===== config.mk =====
export PLATFORM = sky130hd
export DESIGN_NAME = fake_netlist_bist_ctrl
export DESIGN_NICKNAME = d
export VERILOG_FILES = /design/src/rtl/fake_netlist_bist_ctrl.sv
export SDC_FILE = /design/constraint.sdc
export NUM_CORES = 1
export LEC_CHECK = 0
export BUFFER_PORTS_ARGS = -buffer_cell sky130_fd_sc_hd__buf_4
export CAP_MARGIN = 20
export CORE_UTILIZATION = 54
export DETAILED_ROUTE_END_ITERATION = 10
export GPL_TIMING_DRIVEN = 0
export HOLD_SLACK_MARGIN = 0.12
export PLACE_DENSITY = 0.81
export SLEW_MARGIN = 5
export SYNTH_ARGS = -nofsm -noshare
export SYNTH_HDL_FRONTEND = slang
export SYNTH_SLANG_ARGS = --single-unit
export TNS_END_PERCENT = 100

===== constraint.sdc =====
create_clock -name clk -period 2.3 [get_ports clk]
set_input_delay 0.115 -clock clk [delete_from_list [all_inputs] [get_ports clk]]
set_output_delay 0.115 -clock clk [all_outputs]
set_load 0.01 [all_outputs]

===== src/rtl/fake_netlist_bist_ctrl.sv =====
// ============================================================================
// Module   : fake_netlist_bist_ctrl
// Brief    : BIST driver for a combinational netlist. It applies a pattern
//            sequence to stim_o and compacts resp_i into a MISR signature.
//            Optional macro BIST_LFSR_PATTERN_EN selects LFSR patterns in
//            place of a binary count.
// Revision : 1.0 - initial release
// ============================================================================
`default_nettype none

module fake_netlist_bist_ctrl #(
  parameter int               N_IN     = 3,
  parameter int               N_OUT    = 1,
  parameter int               SIG_W    = 16,
  parameter logic [SIG_W-1:0] SIG_POLY = 16'h1021,
  parameter int               NUM_PAT  = 2**N_IN,
  parameter logic [SIG_W-1:0] EXP_SIG  = 16'h0000
) (
  input  logic             clk,
  input  logic             rst_n,
  input  logic             start_i,
  input  logic             abort_i,
  output logic [N_IN-1:0]  stim_o,
  input  logic [N_OUT-1:0] resp_i,
  output logic             busy_o,
  output logic             done_o,
  output logic             pass_o,
  output logic [SIG_W-1:0] sig_o
);

`ifdef BIST_LFSR_PATTERN_EN
  // The all-zero state is a lock-up state for the LFSR, so it is never applied.
  localparam int c_NPAT = (NUM_PAT > (2**N_IN) - 1) ? (2**N_IN) - 1 : NUM_PAT;

  function automatic logic [15:0] lfsr_taps(input int n);
    case (n)
      2:       lfsr_taps = 16'h0003;
      3:       lfsr_taps = 16'h0006;
      4:       lfsr_taps = 16'h000C;
      5:       lfsr_taps = 16'h0014;
      6:       lfsr_taps = 16'h0030;
      7:       lfsr_taps = 16'h0060;
      8:       lfsr_taps = 16'h00B8;
      9:       lfsr_taps = 16'h0110;
      10:      lfsr_taps = 16'h0240;
      11:      lfsr_taps = 16'h0500;
      12:      lfsr_taps = 16'h0829;
      13:      lfsr_taps = 16'h100D;
      14:      lfsr_taps = 16'h2015;
      15:      lfsr_taps = 16'h6000;
      16:      lfsr_taps = 16'hD008;
      default: lfsr_taps = 16'h0000;
    endcase
  endfunction

  localparam logic [N_IN-1:0] c_TAPS = N_IN'(lfsr_taps(N_IN));
`else
  localparam int c_NPAT = NUM_PAT;
`endif

  // One spare bit so the counter can never wrap inside a run.
  localparam int              c_KW    = $clog2(c_NPAT) + 1;
  localparam logic [c_KW-1:0] c_KLAST = c_KW'(c_NPAT - 1);

  typedef enum logic [1:0] {
    S_IDLE = 2'd0,
    S_RUN  = 2'd1,
    S_DONE = 2'd2
  } state_t;

  state_t            state_q, state_d;
  logic [c_KW-1:0]   k_q, k_d;
  logic [N_IN-1:0]   stim_q, stim_d;
  logic [SIG_W-1:0]  sig_q, sig_d;
  logic              pass_q, pass_d;

  logic [N_IN-1:0]   w_pat_first;
  logic [N_IN-1:0]   w_pat_next;
  logic [SIG_W-1:0]  w_misr;

`ifdef BIST_LFSR_PATTERN_EN
  assign w_pat_first = '1;
  assign w_pat_next  = {stim_q[N_IN-2:0], ^(stim_q & c_TAPS)};
`else
  assign w_pat_first = '0;
  assign w_pat_next  = N_IN'(k_q + c_KW'(1));
`endif

  assign w_misr = {sig_q[SIG_W-2:0], 1'b0}
                ^ (sig_q[SIG_W-1] ? SIG_POLY : '0)
                ^ SIG_W'(resp_i);

  always_ff @(posedge clk or negedge rst_n) begin
    if (!rst_n) begin
      state_q <= S_IDLE;
      k_q     <= '0;
      stim_q  <= '0;
      sig_q   <= '0;
      pass_q  <= 1'b0;
    end else begin
      state_q <= state_d;
      k_q     <= k_d;
      stim_q  <= stim_d;
      sig_q   <= sig_d;
      pass_q  <= pass_d;
    end
  end

  always_comb begin
    state_d = state_q;
    k_d     = k_q;
    stim_d  = stim_q;
    sig_d   = sig_q;
    pass_d  = pass_q;

    if (abort_i) begin
      // Signature deliberately survives an abort for debug.
      state_d = S_IDLE;
      k_d     = '0;
      stim_d  = '0;
      pass_d  = 1'b0;
    end else begin
      case (state_q)
        S_IDLE, S_DONE: begin
          if (start_i) begin
            state_d = S_RUN;
            k_d     = '0;
            stim_d  = w_pat_first;
            sig_d   = '0;
            pass_d  = 1'b0;
          end
        end
        S_RUN: begin
          sig_d = w_misr;
          if (k_q == c_KLAST) begin
            state_d = S_DONE;
            pass_d  = (w_misr == EXP_SIG);
          end else begin
            k_d    = k_q + c_KW'(1);
            stim_d = w_pat_next;
          end
        end
        default: begin
          state_d = S_IDLE;
        end
      endcase
    end
  end

  assign stim_o = stim_q;
  assign sig_o  = sig_q;
  assign busy_o = (state_q == S_RUN);
  assign done_o = (state_q == S_DONE);
  assign pass_o = pass_q;

endmodule

`default_nettype wire

==> reports/metrics.cfg, run 1 <==
[outcome]
status = complete, no violations

[synthesis]
synth_area_um2 = 1030
synth_cell_types = 29
yosysSeqAreaShare_pct = 55.7
avgSynthCellArea_um2 = 12.0
synth-seq-cells = 23
synth_nets = 92
yosysWarningCount = 0
synth_cells = 86

[setup_path]
worst-r2r-setup-slack_ns = 0.54
worst-path-max-fanout = 10
cp-start-kind = flop
crit_arrival_ns = 2.01
worstSetupPathType = reg -> reg
startpoint = state_q[0]
end_kind = flop
reg2reg_from = state_q[0]
cp_data_required_time_ns = 2.54

[timing]
hold_viol = 0
fin_crit_ns = 1.76
fin_skew_ns = 0.00255
drv_slew = 0
tightest_slew_ns = 0.528
timing.fmax_mhz = 567
setup_viol = 0
fin_tns_setup_ns = 0
slew_headroom_pct = 64.7
period_share_pct = 76.6
rsz0062_at_grt = no

[route]
first_pass_iters = 4
drt_iter0_markers = 14
post_drt_wl_per_cell_um = 15.6
via_count = 825
routed_via_density = 5.73
drcViolationCount = 0
routed_wl_mm = 2.25
ant_nets = 0

[grt]
grtUsageTotal_pct = 24.4
first_global_vias = 776
grt_pass1_wl_mm = 3.58
overflow = 0
grt_max_degree = 24
antenna_found_initial = 0

[min_path]
hp-class = in -> reg
hp-start = resp_i

[placement]
placedInstanceArea_um2 = 1260
io_buffers = 26
dp_hpwl_mm = 1.62
gp_congestion = 0.838

[pwr]
power.density_nw_per_um2 = 547
p_leak_nw = 0.681
peakVddDrop_v = 0.000484

[die]
die_area_um2 = 2090
start_util_pct = 58.6
core_area_um2 = 1760
die_h_um = 45.7
ios = 27
num_rows = 15
die_w_um = 45.7

[clock_tree]
cts_tree = done
cts_setup_buffers = 0
clk_pin_slew_ns = 0.12
cts_sinks = 23
htree_levels = 1
ctsLongestPathBuffers = 2
root_buffer = clkbuf_4
cts_buffers = 3
clk_latency_ns = 0.30

[cells_and_area]
final_common_cell = buf_4
final_layout_size_suffix_gt1_share_pct = 31.9
final_cell_area_um2 = 1320
design.final.nets = 126
antenna_cells = 0
layout_common_cells = buf_4 (29), dfrtp_1 (23), a22o_1 (16)
syn_to_final_growth_pct = 27.4
final.fill_count = 142

[flow_run]
drv_cap = 0

## worst max-delay path, stage by stage (launching register included)
cell	delay (ns)
dfrtp_1	0.42
nand2b_1	0.20
inv_2	0.11
o21bai_1	0.46
buf_2	0.32
a22o_1	0.18
## logic make-up after synthesis
| family | after synthesis | share of synthesized area [%] |
|---|---|---|
| simple gates | 25 | 13.9 |
| flops | 23 | 55.7 |
| compound gates | 22 | 19.2 |
| buf+inv | 9 | 4.60 |
| xor+xnor | 4 | 3.39 |
| mux | 2 | 1.94 |
| fa+ha+maj | 1 | 1.21 |
## layer usage
layer / track usage, % / part of all wire (%)
met5: 0 / 0
met4: 7.06 / 0.98
met3: 3.97 / 3.3
met2: 39.7 / 48
met1: 33.9 / 47
## Yosys cell counts
cell       number  area [um2]
a2111oi_4       1        27.5
a21oi_1         3        15.0
a22o_1         16         140
a32oi_1         1        8.76
and3b_1         1        8.76
and4_1          1        8.76
buf_2           2        10.0
buf_4           3        22.5
clkbuf_1        1        3.75
dfrtp_1        23         576
ha_1            1        12.5
inv_1           2        7.51
inv_2           1        3.75
mux2i_1         2        20.0
nand2b_1        1        6.26
nand3_1         2        10.0
nand3b_1        1        7.51
nand4_1         1        6.26
nor2_1          7        26.3
nor2_2          1        6.26
nor2b_1         2        12.5
nor3_1          3        15.0
nor4_1          2        12.5
o21bai_1        1        7.51
or2_1           1        6.26
or3_1           1        6.26
or4_4           1        11.3
xnor2_1         1        8.76
xor2_1          3        26.3
## state kept, by name, summed over array words and instances (netlist names)
register	cells
pass_o	1
sig_o	16
k_q	4
state_q	2
## per-stage QoR
step / worst slack, ns / hold slack (ns) / util, % / power (W) / std cells
6_report: 0.537 / 0.206 / 74.6 / 0.000720 / 144
3_3_place_gp: 0.619 / 0.0153 / 71.4 / 0.000540 / 137
5_1_grt: 0.438 / 0.204 / 74.6 / 0.000757 / 144
3_5_place_dp: 0.588 / 0.0213 / 71.4 / 0.000544 / 137
4_1_cts: 0.549 / 0.205 / 74.6 / 0.000726 / 144
2_1_floorplan: 0.717 / -0.181 / - / 0.000496 / 86
## repair_timing
item                      in CTS  in global routing
resized for setup              0                  0
hold endpoints to repair      27                  0
hold buffers                   3                  0
## final cells by class
type                            count  area, um2  area share [%]
Timing Repair Buffer               29        225            17.1
Tap cell                           25       31.3            2.38
Buffer                              6       36.3            2.76
Multi-Input combinational cell     54        410            31.2
Sequential cell                    23        576            43.7
Clock buffer                        4       26.3            2.00
Inverter                            3       11.3           0.856
## report_power, final
group / leakage, nW / internal (W) / switching (W)
Clock: 0.0150 / 0.0000676 / 0.000113
Sequential: 0.318 / 0.000417 / 0.0000147
Combinational: 0.349 / 0.0000530 / 0.0000555
## final timing paths
kind	endpoint	cells past startpoint
worst max-delay path	sig_o[5]	5
worst min-delay path	sig_o[0]	3
worst max register to register	sig_o[5]	5
worst min register to register	pass_o	2
max in group asynchronous	sig_o[7]	2
min in group asynchronous	sig_o[6]	2
Note: power is estimated with default switching activity, not from simulation.
==> inputs of run 2 (changes only) <==
- ABC_AREA: unset -> 1
- CORE_UTILIZATION: 54 -> 51
- PLACE_DENSITY: 0.81 -> 0.77
- clock period: 2.3 -> 1.8 ns (I/O delays scaled with it)
==> run 2 against run 1 <==
Sequential cell count stayed put. Core utilization fell by 4.7 points. Sequential power rose by 40%. First-iteration DRC count down 36%. Critical endpoint is now sig_o[0]. Highest routed layer unchanged. Clock skew increased by 0.0018 ns.
==> reports/metrics.cfg, run 2 <==
[synthesis]
yosysTopAreaCell = dfrtp_1
netlist_top_cells_count = nand2_1 (27), dfrtp_1 (23), inv_1 (22)
synth_cell_types = 18
async_flop_share_pct = 100
synth_nets = 138
avgSynthCellArea_um2 = 8.44
synth_edf_count = 0
yosysSeqAreaShare_pct = 51.7
synth-seq-cells = 23
synthTopCellsByArea = dfrtp_1 (52%), nand2_1 (9.1%), o22ai_1 (9.0%)
yosysMostFrequentCell = nand2_1
synth_cells = 132
yosysWarningCount = 0
yosys.area.top_type_share_pct = 51.7
dominantRegCellSynth = dfrtp_1
synth_area_um2 = 1110

[clock_tree]
cts_resized = 0
ctsLongestPathBuffers = 2
clk_pin_slew_ns = 0.12
cts_setup_buffers = 0
cts_hold_buf = 3
root_buffer = clkbuf_4
cts_sinks = 23
htree_levels = 1
cts_buffers = 3
cts_tree = done
clk_latency_ns = 0.31

[pwr]
p_leak_nw = 0.745
peakVddDrop_v = 0.000683
power.density_nw_per_um2 = 809
total_power_w = 0.00113

[timing]
fin_crit_ns = 1.29
whs_ns = 0.143
setup_viol = 0
period_share_pct = 71.9
hold_viol = 0
fin_skew_ns = 0.00433
tightest_slew_ns = 0.288
slew_headroom_pct = 80.8
timing.fmax_mhz = 773
drv_slew = 0
fin_tns_setup_ns = 0
rsz0062_at_grt = no

[die]
start_util_pct = 55.6
core_area_um2 = 2000
ios = 27
die_w_um = 48.7
die_h_um = 48.7
num_rows = 16
die_area_um2 = 2370

[cells_and_area]
antenna_cells = 0
final_layout_size_suffix_gt1_share_pct = 25.5
syn_to_final_growth_pct = 25.7
final.fill_count = 167
final_common_cell = buf_4
largest_reg_flops = 16
final_cell_area_um2 = 1400
design.final.nets = 172
layout_common_cells = buf_4 (29), nand2_1 (27), dfrtp_1 (23)
utilization_pct = 69.9

[grt]
grt_pass1_wl_mm = 3.73
first_global_vias = 897
grt_max_degree = 24
antenna_found_initial = 0
grtUsageTotal_pct = 20.5
overflow = 0

[placement]
gp_congestion = 0.786
io_buffers = 26
placedInstanceArea_um2 = 1340
dp_hpwl_mm = 1.69

[route]
wl_met1_um = 973
ant_nets = 0
drcViolationCount = 0
first_pass_iters = 5
wl_met2_mm = 1.19
wl_met3_um = 86
via_count = 993
post_drt_wl_per_cell_um = 11.9
drt_iter0_markers = 9
routed_wl_mm = 2.28
routed_via_density = 5.17
dr.max_layer_used = met4

[setup_path]
worst-path-max-fanout = 10
reg2reg_from = state_q[1]
crit_arrival_ns = 1.49
worstSetupPathType = reg -> reg
worst-r2r-setup-slack_ns = 0.51
cp_data_required_time_ns = 2.00
r2r-end = sig_o[0]
reg2regPathDepth = 5
cp-start-kind = flop
end_kind = flop

[outcome]
status = complete, no violations

[min_path]
whs_endpoint = state_q[0]
worstHoldPathCells = 3
hp-class = in -> reg
hp-start = start_i

[flow_run]
drv_cap = 0

-- run 2: cell count changes after synthesis, sizes merged, moves of 2 or more --
cell	change
xor2	-3
o21ai	+7
o22ai	+16
nand3	+6
nor2b	-2
nand2	+29
nor2	+9
inv	+19
a22o	-16
nor4	-2
mux2i	-2
nor3	-3
-- run 2: metrics by stage --
step | setup slack (ns) | instances
floorplan | 0.640 | 132
global placement | 0.542 | 185
detailed placement | 0.525 | 185
CTS | 0.483 | 192
global route | 0.371 | 192
finish | 0.506 | 192
-- run 2: power breakdown --
part	total (W)	internal, W	switching (W)
clock network	0.000233	0.0000831	0.000150
logic	0.000296	0.000138	0.000158
registers	0.000603	0.000558	0.0000452
total	0.00113	0.000779	0.000353
-- run 2: critical path, stage by stage (launching register included) --
cell and delay [ns]:
dfrtp_1 0.42, inv_1 0.15, nand2_2 0.12, a21oi_4 0.25
buf_6 0.18, o22ai_1 0.07
-- run 2: kinds of logic (layout without fill, tap and decap cells) --
kind of cell | after synthesis | count (layout) | synth area share [%]
AO/OA/AOI/OAI | 25 | 25 | 14.0
AND/OR/NAND/NOR | 56 | 56 | 22.2
buffers and inverters | 27 | 60 | 10.9
adder cells (fa/ha/maj) | 1 | 1 | 1.12
flip-flops | 23 | 23 | 51.7
-- run 2: how the worst max path moves through the flow --
stage                     from  slack [ns]       end  cells after the start
floorplan               k_q[0]        0.64    pass_o                      7
detailed placement  state_q[1]        0.52  sig_o[0]                      5
CTS                 state_q[1]        0.48    busy_o                      4
global placement        k_q[0]        0.54    pass_o                      7
finish              state_q[1]        0.51  sig_o[0]                      5
global route            k_q[0]        0.37    pass_o                      7
-- run 2: cell type report --
class	count	area (um2)	area share [%]
Inverter	22	82.6	5.90
Clock buffer	3	22.5	1.61
Buffer	5	38.8	2.77
Clock inverter	1	5.00	0.357
Tap cell	27	33.8	2.41
Multi-Input combinational cell	82	417	29.8
Timing Repair Buffer	29	225	16.1
Sequential cell	23	576	41.1
-- run 2: routing by layer --
metal	vias to the layer above	global-route usage (%)
li1	493	-
met1	471	23.1
met2	25	38.9
met3	4	1.89
met4	0	8.82
met5	-	0
==> inputs of run 3 (changes only) <==
- clock period: 1.8 -> 1.2 ns (I/O delays scaled with it)
==> run 3 against run 2 <==
Clock skew increased by 0.0018 ns. Critical path type unchanged. Sequential power increased by 48%. Sequential cell count unchanged. The run now ends with negative setup slack left. Count of clock-buffer cells in the layout unchanged. Routed wire length increased by 16%. Worst hold slack improved by 0.0082 ns. Register-to-register slack got worse by 0.51 ns. Critical path depth unchanged. Via count increased by 6.4%. Design area increased by 12%. Cell count increased by 6.3%. Maximum frequency increased by 7.7%. Highest routed layer unchanged.
==> reports/metrics.cfg, run 3 (synthesis gave the netlist of run 2 again) <==
[outcome]
violations = negative setup slack
status = complete, but fails checks

[cells_and_area]
layout_common_cells = buf_4 (38), nand2_1 (24), dfrtp_1 (22)
multi_input_area_um2 = 478
regArea_um2 = 577
antenna_cells = 0
utilization_pct = 78.0
final.fill_count = 151
final_common_cell = buf_4
largest_reg_flops = 16
final_layout_size_suffix_gt1_share_pct = 38.4
design.final.nets = 184
final_cell_area_um2 = 1560
syn_to_final_growth_pct = 40.2

[die]
core_area_um2 = 2000
die_w_um = 48.7
ios = 27
start_util_pct = 55.6
num_rows = 16
die_area_um2 = 2370
die_h_um = 48.7

[timing]
setup_viol = 1
whs_ns = 0.151
hold_viol = 0
period_share_pct = 100
tightest_slew_ns = 0.291
fin_ws_ns = -0.00139
slew_headroom_pct = 80.6
rsz0062_at_grt = yes
drv_slew = 0
timing.fmax_mhz = 832
fin_skew_ns = 0.00613
fin_crit_ns = 1.20

[route]
drt_iter0_markers = 12
post_drt_wl_per_cell_um = 13.0
drcViolationCount = 0
via_count = 1057
first_pass_iters = 4
routed_via_density = 5.18
routed_wl_mm = 2.64
ant_nets = 0

[pwr]
peakVddDrop_v = 0.00107
total_power_w = 0.00183
power.density_nw_per_um2 = 1170
p_leak_nw = 0.805

[clock_tree]
root_buffer = clkbuf_4
htree_levels = 1
cts_buffers = 3
cts_sinks = 23
clk_latency_ns = 0.31
ctsLongestPathBuffers = 2
clk_pin_slew_ns = 0.12
cts_tree = done

[placement]
io_buffers = 26
placedInstanceArea_um2 = 1340
dp_slack_ns = -0.0753
gp_congestion = 0.786
dp_hpwl_mm = 1.69

[min_path]
hp-class = in -> async

[grt]
overflow = 0
gr-usage-met1_pct = 25.8
grt_util_met3_pct = 1.89
grt_pass1_wl_mm = 4.01
first_global_vias = 953
grt_max_degree = 24
busiest_layer = met2
grtUsageTotal_pct = 22.0
antenna_found_initial = 0
grt_use_met2_pct = 41.0

[setup_path]
cp-start-kind = flop
worst-path-max-fanout = 10
end_kind = flop
crit_arrival_ns = 1.40
worstSetupPathType = reg -> reg
cp_data_required_time_ns = 1.40

[flow_run]
drv_cap = 0

[run 3: cell types whose count changed in the layout (fill, tap and decap cells not counted), moves of 3 or more]
cell     change
buf_4        +9
inv_1        -3
inv_2        +3
nand2_1      -3
nor2_1       -5
nor2_4       +4
[run 3: repair_timing]
action                                  4_1_cts  5_1_grt
pin swaps                                     2        7
gates resized for setup                       4       20
setup buffers                                 6        4
hold endpoints to repair                     27        0
endpoints found under the setup margin       17       24
hold buffers                                  5        0
[run 3: final timing paths]
check | cells after the start | endpoint | start | slack [ns]
setup / recovery | 5 | sig_o[0] | state_q[0] | -0.001
max in group asynchronous | 2 | state_q[0] | rst_n | 0.81
setup reg to reg | 5 | sig_o[0] | state_q[0] | -0.001
min in group clk | 4 | sig_o[0] | abort_i | 0.21
hold / removal | 2 | state_q[1] | rst_n | 0.15
hold reg to reg | 2 | pass_o | pass_o | 0.51
[run 3: layout make-up]
class                   count  share of cell area (%)
inverters                  22                    5.29
plain buffers               5                    2.48
flip-flops and latches     23                    36.9
well taps                  27                    2.16
clock inverters             1                   0.321
repair buffers             41                    20.8
multi-input cells          82                    30.6
clock buffers               3                    1.44
[run 3: worst max-delay path: stages, from the launching register on]
cell and delay (ns):
dfrtp_2 0.49, inv_2 0.07, nand2_2 0.07, a21oi_4 0.21, buf_6 0.17, o22ai_1 0.07
[run 3: metrics by stage]
stage / cells / setup TNS [ns]
2_1_floorplan: 132 / 0
3_5_place_dp: 185 / -0.881
6_report: 204 / -0.00139
4_1_cts: 200 / 0
5_1_grt: 204 / -0.805
3_3_place_gp: 185 / -0.467
[run 3: metal layers]
| metal | vias to the layer above | wire, um |
|---|---|---|
| li1 | 515 | - |
| met1 | 516 | 1140 |
| met2 | 21 | 1390 |
| met3 | 5 | 70 |
| met4 | 0 | 42 |
| met5 | - | 0 |
[run 3: power by group]
group | switching, W | total [W] | internal (W)
clock | 0.000229 | 0.000353 | 0.000125
combinational | 0.000301 | 0.000586 | 0.000285
sequential | 0.0000532 | 0.000891 | 0.000838
